## config.mk

```make
export PLATFORM = sky130hd
export DESIGN_NAME = line_buffer_scheduler_flat
export DESIGN_NICKNAME = d
export VERILOG_FILES = /design/src/rtl/line_buffer_scheduler_if.sv /design/src/rtl/line_buffer_scheduler.sv /design/src/flat_wrapper.sv
export SDC_FILE = /design/constraint.sdc
export NUM_CORES = 1
export LEC_CHECK = 0
export BUFFER_PORTS_ARGS = -buffer_cell sky130_fd_sc_hd__buf_4
export CAP_MARGIN = 25
export CORE_MARGIN = 4
export CORE_UTILIZATION = 55
export DETAILED_ROUTE_END_ITERATION = 7
export PLACE_DENSITY = 0.85
export SYNTH_ARGS = -nofsm -noshare
export SYNTH_HDL_FRONTEND = slang
export SYNTH_SLANG_ARGS = --single-unit
```

## constraint.sdc

```tcl
create_clock -name clk -period 5.31 [get_ports clk]
set_clock_uncertainty 0.15 [all_clocks]
set_input_delay 0.2655 -clock clk [delete_from_list [all_inputs] [get_ports clk]]
set_output_delay 0.2655 -clock clk [all_outputs]
set_load 0.02 [all_outputs]
```

## src/rtl/line_buffer_scheduler_if.sv

```systemverilog
// Control/status bundle between the conv2d layer controller, the scheduler and the line buffer.
// The scheduler is the slave side; the controller/line-buffer pair is the master side.
interface line_buffer_scheduler_if #(
    parameter int SIZE_WIDTH = 8,
    parameter int CH_WIDTH   = 9
);
    logic                  Start;
    logic                  Abort;
    logic [SIZE_WIDTH-1:0] IMAGE_SIZE;
    logic [CH_WIDTH-1:0]   CHANNEL_COUNT;
    logic                  Done_1row;
    logic                  Stream_first_row;
    logic                  Stream_mid_row;
    logic                  Stream_last_row;
    logic                  last_channel;
    logic [SIZE_WIDTH-1:0] row_index;
    logic [CH_WIDTH-1:0]   channel_index;
    logic                  Busy;
    logic                  Done;
    logic                  Cfg_err;

    modport master (
        output Start, Abort, IMAGE_SIZE, CHANNEL_COUNT, Done_1row,
        input  Stream_first_row, Stream_mid_row, Stream_last_row, last_channel,
               row_index, channel_index, Busy, Done, Cfg_err
    );

    modport slave (
        input  Start, Abort, IMAGE_SIZE, CHANNEL_COUNT, Done_1row,
        output Stream_first_row, Stream_mid_row, Stream_last_row, last_channel,
               row_index, channel_index, Busy, Done, Cfg_err
    );
endinterface

```

## src/rtl/line_buffer_scheduler.sv

```systemverilog
// Walks the line buffer through N+1 row commands per channel for C channels,
// pacing each command on the previous Done_1row plus ROW_GAP idle cycles.
module line_buffer_scheduler #(
    parameter int SIZE_WIDTH = 8,
    parameter int CH_WIDTH   = 9,
    parameter int ROW_GAP    = 2
) (
    input  logic                     clk,
    input  logic                     Reset,
    line_buffer_scheduler_if.slave   bus
);
    localparam int GW = (ROW_GAP < 2) ? 1 : $clog2(ROW_GAP);

    typedef enum logic [2:0] {IDLE, ISSUE, WAIT_ROW, GAP, DONE} state_t;

    state_t                state, state_nxt;
    logic [SIZE_WIDTH-1:0] n_lat, row;
    logic [CH_WIDTH-1:0]   c_lat, ch;
    logic [GW-1:0]         gap_cnt;
    logic                  cfg_err_q;

    logic   start_ok, row_more, ch_more, gap_last;
    state_t after_row;

    assign start_ok  = bus.Start && (bus.IMAGE_SIZE != '0) && (bus.CHANNEL_COUNT != '0);
    assign row_more  = row < n_lat;
    assign ch_more   = ch < (c_lat - 1'b1);
    assign gap_last  = gap_cnt == GW'(ROW_GAP - 1);
    assign after_row = (ROW_GAP == 0) ? ISSUE : GAP;

    always_ff @(posedge clk or negedge Reset) begin
        if (!Reset) begin
            state     <= IDLE;
            n_lat     <= '0;
            c_lat     <= '0;
            row       <= '0;
            ch        <= '0;
            gap_cnt   <= '0;
            cfg_err_q <= 1'b0;
        end else begin
            state     <= state_nxt;
            cfg_err_q <= (state == IDLE) && bus.Start && !start_ok;
            gap_cnt   <= (state == GAP) ? gap_cnt + 1'b1 : '0;
            // Abort freezes the counters; a later Start clears them anyway.
            if (!bus.Abort) begin
                if (state == IDLE && start_ok) begin
                    n_lat <= bus.IMAGE_SIZE;
                    c_lat <= bus.CHANNEL_COUNT;
                    row   <= '0;
                    ch    <= '0;
                end else if (state == WAIT_ROW && bus.Done_1row) begin
                    if (row_more) begin
                        row <= row + 1'b1;
                    end else if (ch_more) begin
                        ch  <= ch + 1'b1;
                        row <= '0;
                    end
                end
            end
        end
    end

    always_comb begin
        state_nxt            = state;
        bus.Stream_first_row = 1'b0;
        bus.Stream_mid_row   = 1'b0;
        bus.Stream_last_row  = 1'b0;
        bus.Busy             = (state != IDLE);
        bus.Done             = 1'b0;
        case (state)
            IDLE:     if (start_ok) state_nxt = ISSUE;
            ISSUE: begin
                state_nxt            = WAIT_ROW;
                bus.Stream_first_row = (row == '0);
                bus.Stream_mid_row   = (row != '0) && row_more;
                bus.Stream_last_row  = (row == n_lat);
            end
            WAIT_ROW: if (bus.Done_1row) state_nxt = (row_more || ch_more) ? after_row : DONE;
            GAP:      if (gap_last) state_nxt = ISSUE;
            DONE: begin
                bus.Done  = 1'b1;
                state_nxt = IDLE;
            end
            default:  state_nxt = IDLE;
        endcase
        if (bus.Abort) state_nxt = IDLE;
    end

    assign bus.last_channel  = (state != IDLE) && (ch == c_lat - 1'b1);
    assign bus.row_index     = row;
    assign bus.channel_index = ch;
    assign bus.Cfg_err       = cfg_err_q;
endmodule

```

## src/flat_wrapper.sv

```systemverilog
// flat-port wrapper written by rule: the top's interface ports become plain ports
module line_buffer_scheduler_flat 
#(
    parameter int SIZE_WIDTH = 8,
    parameter int CH_WIDTH   = 9,
    parameter int ROW_GAP    = 2
)
  (clk, Reset, bus_Start, bus_Abort, bus_IMAGE_SIZE, bus_CHANNEL_COUNT, bus_Done_1row, bus_Stream_first_row, bus_Stream_mid_row, bus_Stream_last_row, bus_last_channel, bus_row_index, bus_channel_index, bus_Busy, bus_Done, bus_Cfg_err);
  line_buffer_scheduler_if #(.SIZE_WIDTH(SIZE_WIDTH), .CH_WIDTH(CH_WIDTH)) bus_i ();
  input  logic clk;
  input  logic Reset;
  input wire logic [$bits(bus_i.Start)-1:0] bus_Start;
  input wire logic [$bits(bus_i.Abort)-1:0] bus_Abort;
  input wire logic [$bits(bus_i.IMAGE_SIZE)-1:0] bus_IMAGE_SIZE;
  input wire logic [$bits(bus_i.CHANNEL_COUNT)-1:0] bus_CHANNEL_COUNT;
  input wire logic [$bits(bus_i.Done_1row)-1:0] bus_Done_1row;
  output wire logic [$bits(bus_i.Stream_first_row)-1:0] bus_Stream_first_row;
  output wire logic [$bits(bus_i.Stream_mid_row)-1:0] bus_Stream_mid_row;
  output wire logic [$bits(bus_i.Stream_last_row)-1:0] bus_Stream_last_row;
  output wire logic [$bits(bus_i.last_channel)-1:0] bus_last_channel;
  output wire logic [$bits(bus_i.row_index)-1:0] bus_row_index;
  output wire logic [$bits(bus_i.channel_index)-1:0] bus_channel_index;
  output wire logic [$bits(bus_i.Busy)-1:0] bus_Busy;
  output wire logic [$bits(bus_i.Done)-1:0] bus_Done;
  output wire logic [$bits(bus_i.Cfg_err)-1:0] bus_Cfg_err;
  assign bus_i.Start = bus_Start;
  assign bus_i.Abort = bus_Abort;
  assign bus_i.IMAGE_SIZE = bus_IMAGE_SIZE;
  assign bus_i.CHANNEL_COUNT = bus_CHANNEL_COUNT;
  assign bus_i.Done_1row = bus_Done_1row;
  assign bus_Stream_first_row = bus_i.Stream_first_row;
  assign bus_Stream_mid_row = bus_i.Stream_mid_row;
  assign bus_Stream_last_row = bus_i.Stream_last_row;
  assign bus_last_channel = bus_i.last_channel;
  assign bus_row_index = bus_i.row_index;
  assign bus_channel_index = bus_i.channel_index;
  assign bus_Busy = bus_i.Busy;
  assign bus_Done = bus_i.Done;
  assign bus_Cfg_err = bus_i.Cfg_err;
  line_buffer_scheduler #(.SIZE_WIDTH(SIZE_WIDTH), .CH_WIDTH(CH_WIDTH), .ROW_GAP(ROW_GAP)) u_core (.clk(clk), .Reset(Reset), .bus(bus_i));
endmodule
```

==> impl_metrics.py <==
metrics = {
    "yosys": {
        "synthFlopType": "dfrtp_1",
        "muxShareOfSynthArea_pct": 4.15,
        "synth_common_cells": "39 x dfrtp_1, 23 x nand2_1, 22 x o21ai_0",
        "ys_async_sr_fraction_pct": 100,
        "synth_top_family_by_area": "simple AND/OR/NAND/NOR gates",
        "syn_avg_cell_area_um2": 9.42,
        "synth-xor-area-share_pct": 2.54,
        "syn-num-nets": 299,
        "synthTopCellsByArea": "dfrtp_1 40%, ha_1 11%, o21ai_0 4.6%",
        "synth_top_cell_area_share_pct": 40.5,
        "synth_edf_count": 0,
        "ys_seq_elements": 39,
        "synth_simple_gate_area_share_pct": 20.8,
        "yosys.area.top_type": "dfrtp_1",
        "synth_area_um2": 2410,
        "synth_compound_area_share_pct": 16.8,
        "yosysWarningCount": 0,
        "ys_seq_area_share_pct": 40.5,
        "synth_most_common_cell": "dfrtp_1",
        "synth_cell_types": 41,
        "syn_inst": 256,
        "synthAdderAreaFrac_pct": 10.9,
    },
    "floorplanning": {
        "ioPinCount": 46,
        "core_um2": 4120,
        "die-area_um2": 5510,
        "die_h_um": 74.2,
        "rows": 23,
        "start_util_pct": 58.6,
        "die-width_um": 74.2,
    },
    "layout": {
        "register_area_um2": 976,
        "drive_gt1_share_pct": 23.0,
        "nFillCells": 332,
        "multi_input_area_um2": 1340,
        "area_delta_synth_final_pct": 21.2,
        "nets": 346,
        "antenna_cells": 0,
        "final_cell_area_um2": 2920,
    },
    "sta": {
        "hold_viol": 0,
        "setup_tns_ns": 0,
        "worstMarginPinSlew_ns": 0.800,
        "rsz0062_at_grt": "no",
        "setup_viol": 0,
        "slew_viol_final": 0,
        "fmax_mhz": 284,
        "min_period_over_period_pct": 66.3,
        "max-slew-margin-rel_pct": 46.3,
        "min_period_ns": 3.52,
        "hold_slack_ns": 0.0286,
    },
    "cts": {
        "postCtsHoldBufs": 1,
        "cts-resized-gates": 0,
        "cts_setup_buffers": 0,
        "htree_levels": 2,
        "clock-sinks": 39,
        "cts_root_buf": "clkbuf_8",
        "cts_buffers": 5,
        "clockBufferDepth": 2,
        "clock_latency_ns": 0.30,
        "cts_tree": "yes",
        "path_clk_slew_ns": 0.08,
    },
    "detailed_routing": {
        "drt_pass1_iterations": 4,
        "routed.top_layer": "met4",
        "drtIter0Drc": 144,
        "drt-total-wl_um": 5850,
        "met3_length_um": 302,
        "route.detailed.drc": 0,
        "viasPerCell": 6.04,
        "detail-route-antenna-nets": 0,
        "routed-via-count": 2138,
        "met1_length_um": 2540,
        "route.detailed.wl_per_inst_um": 16.5,
        "wl_met2_um": 2910,
    },
    "global_route": {
        "grt_pass1_vias": 2016,
        "track_usage_pct": 22.8,
        "grt_pass1_wl_um": 9620,
        "grt_max_degree": 40,
        "grt_overflow": 0,
        "grt_antenna_before_repair": 0,
    },
    "place": {
        "finalWeightedCongestion": 0.884,
        "numPortBuffers": 45,
        "placed_area_um2": 2800,
        "dp_hpwl_um": 4400,
    },
    "worst_setup_path": {
        "cp_cell_sequence": "nor4_1, nand2_1, xor2_1, ha_1, a211oi_2, nor2_1, a2111oi_4, o21ai_1, or4_1, a21oi_1",
        "critical_path_buf_inv_count": 0,
        "r2r_slack_ns": 1.79,
        "r2r_cells": 10,
        "arrival_ns": 3.60,
        "cp_slowest_cell": "or4_1",
        "worstPathRequired_ns": 5.39,
        "cp_slowest_stage_delay_ns": 0.59,
        "cp_top_family": "simple AND/OR/NAND/NOR gates",
        "start_kind": "flip-flop",
        "crit_path_max_fanout": 14,
        "critPathKind": "reg2reg",
        "crit_path_end_kind": "flip-flop",
        "rr_startpoint": "u_core.c_lat[4]$_DFFE_PN0P_",
        "timing.rr.end": "u_core.bus.channel_index[5]$_DFFE_PN0P_",
    },
    "power": {
        "powerDensity_nw_per_um2": 345,
        "power.leakage_nw": 1.32,
        "irDropWorstVdd_mv": 0.262,
    },
    "hold_path": {
        "hp-start": "bus_CHANNEL_COUNT[1]",
        "hp-class": "in2reg",
        "hold_end": "u_core.c_lat[1]$_DFFE_PN0P_",
        "holdPathStages": 3,
    },
    "run": {
        "cap_violations": 0,
    },
    "status": {
        "outcome": "finished, final reports clean",
    },
}
## layer usage
layer | up-vias | track usage [%]
met5 | - | 0
met2 | 58 | 37.1
met1 | 1030 | 30.7
met4 | 0 | 8.10
met3 | 12 | 3.92
li1 | 1038 | -
## how the worst max path moves through the flow
stage	slack (ns)	cells after the start	start	end
after CTS	1.82	10	u_core.c_lat[4]$_DFFE_PN0P_	u_core.bus.channel_index[5]$_DFFE_PN0P_
after floorplan	2.31	10	u_core.c_lat[4]$_DFFE_PN0P_	u_core.bus.row_index[6]$_DFFE_PN0P_
after detailed placement	1.90	10	u_core.c_lat[4]$_DFFE_PN0P_	u_core.bus.channel_index[5]$_DFFE_PN0P_
after global placement	1.99	10	u_core.c_lat[4]$_DFFE_PN0P_	u_core.bus.channel_index[5]$_DFFE_PN0P_
after global routing	1.56	10	u_core.c_lat[4]$_DFFE_PN0P_	u_core.bus.channel_index[5]$_DFFE_PN0P_
final	1.79	10	u_core.c_lat[4]$_DFFE_PN0P_	u_core.bus.channel_index[5]$_DFFE_PN0P_
## registers in the layout, indices dropped and copies added (netlist names)
name	flops
u_core.n_lat	8
u_core.bus.channel_index	9
u_core.gap_cnt	1
u_core.bus.Cfg_err	1
u_core.bus.row_index	8
u_core.c_lat	9
u_core.state	3
## report_power, final
group / switching [mW] / total [mW] / internal [mW]
Combinational: 0.190 / 0.343 / 0.153
Sequential: 0.0527 / 0.405 / 0.352
Clock: 0.107 / 0.259 / 0.152
Total: 0.350 / 1.01 / 0.658
## tightest hold or removal path: stages
cell	delay (ns)
buf_4	0.08
nand2_1	0.03
o21ai_0	0.06
## final cells by class
class / instances / area share [%]
Timing Repair Buffer: 47 / 12.2
Clock inverter: 2 / 1.20
Inverter: 20 / 2.57
Sequential cell: 39 / 33.4
Clock buffer: 6 / 2.83
Multi-Input combinational cell: 190 / 45.7
Tap cell: 50 / 2.14
## per-stage QoR
step	utilization, %	worst slack [ns]	power, mW	instances
6_report	71.0	1.79	1.01	354
3_3_place_gp	67.9	1.99	0.721	345
2_1_floorplan	-	2.31	0.631	256
3_5_place_dp	67.9	1.90	0.745	345
5_1_grt	71.0	1.56	1.07	354
4_1_cts	71.0	1.82	1.01	354
## cell usage in the layout (no fill, tap or decap), types with 2 or more instances in the layout
cell type	instances
xor2_1	3
o21ai_0	22
and3_1	3
o21a_1	6
o31ai_1	4
or4_1	8
mux2_2	8
inv_1	20
buf_4	46
nor4_1	2
nor3_1	11
nand3_1	12
dfrtp_1	39
nor4b_1	5
clkbuf_8	6
nand4_1	6
ha_1	21
or3_1	7
a211oi_2	2
xnor2_1	4
o211ai_1	3
nor2_1	8
a21oi_1	14
nand2_1	23
## cells by family after synthesis
group	Yosys count
mux	9
xor+xnor	7
compound gates	61
buf+inv	27
flops	39
simple gates	92
fa+ha+maj	21
Note: power is estimated with default switching activity, not from simulation.
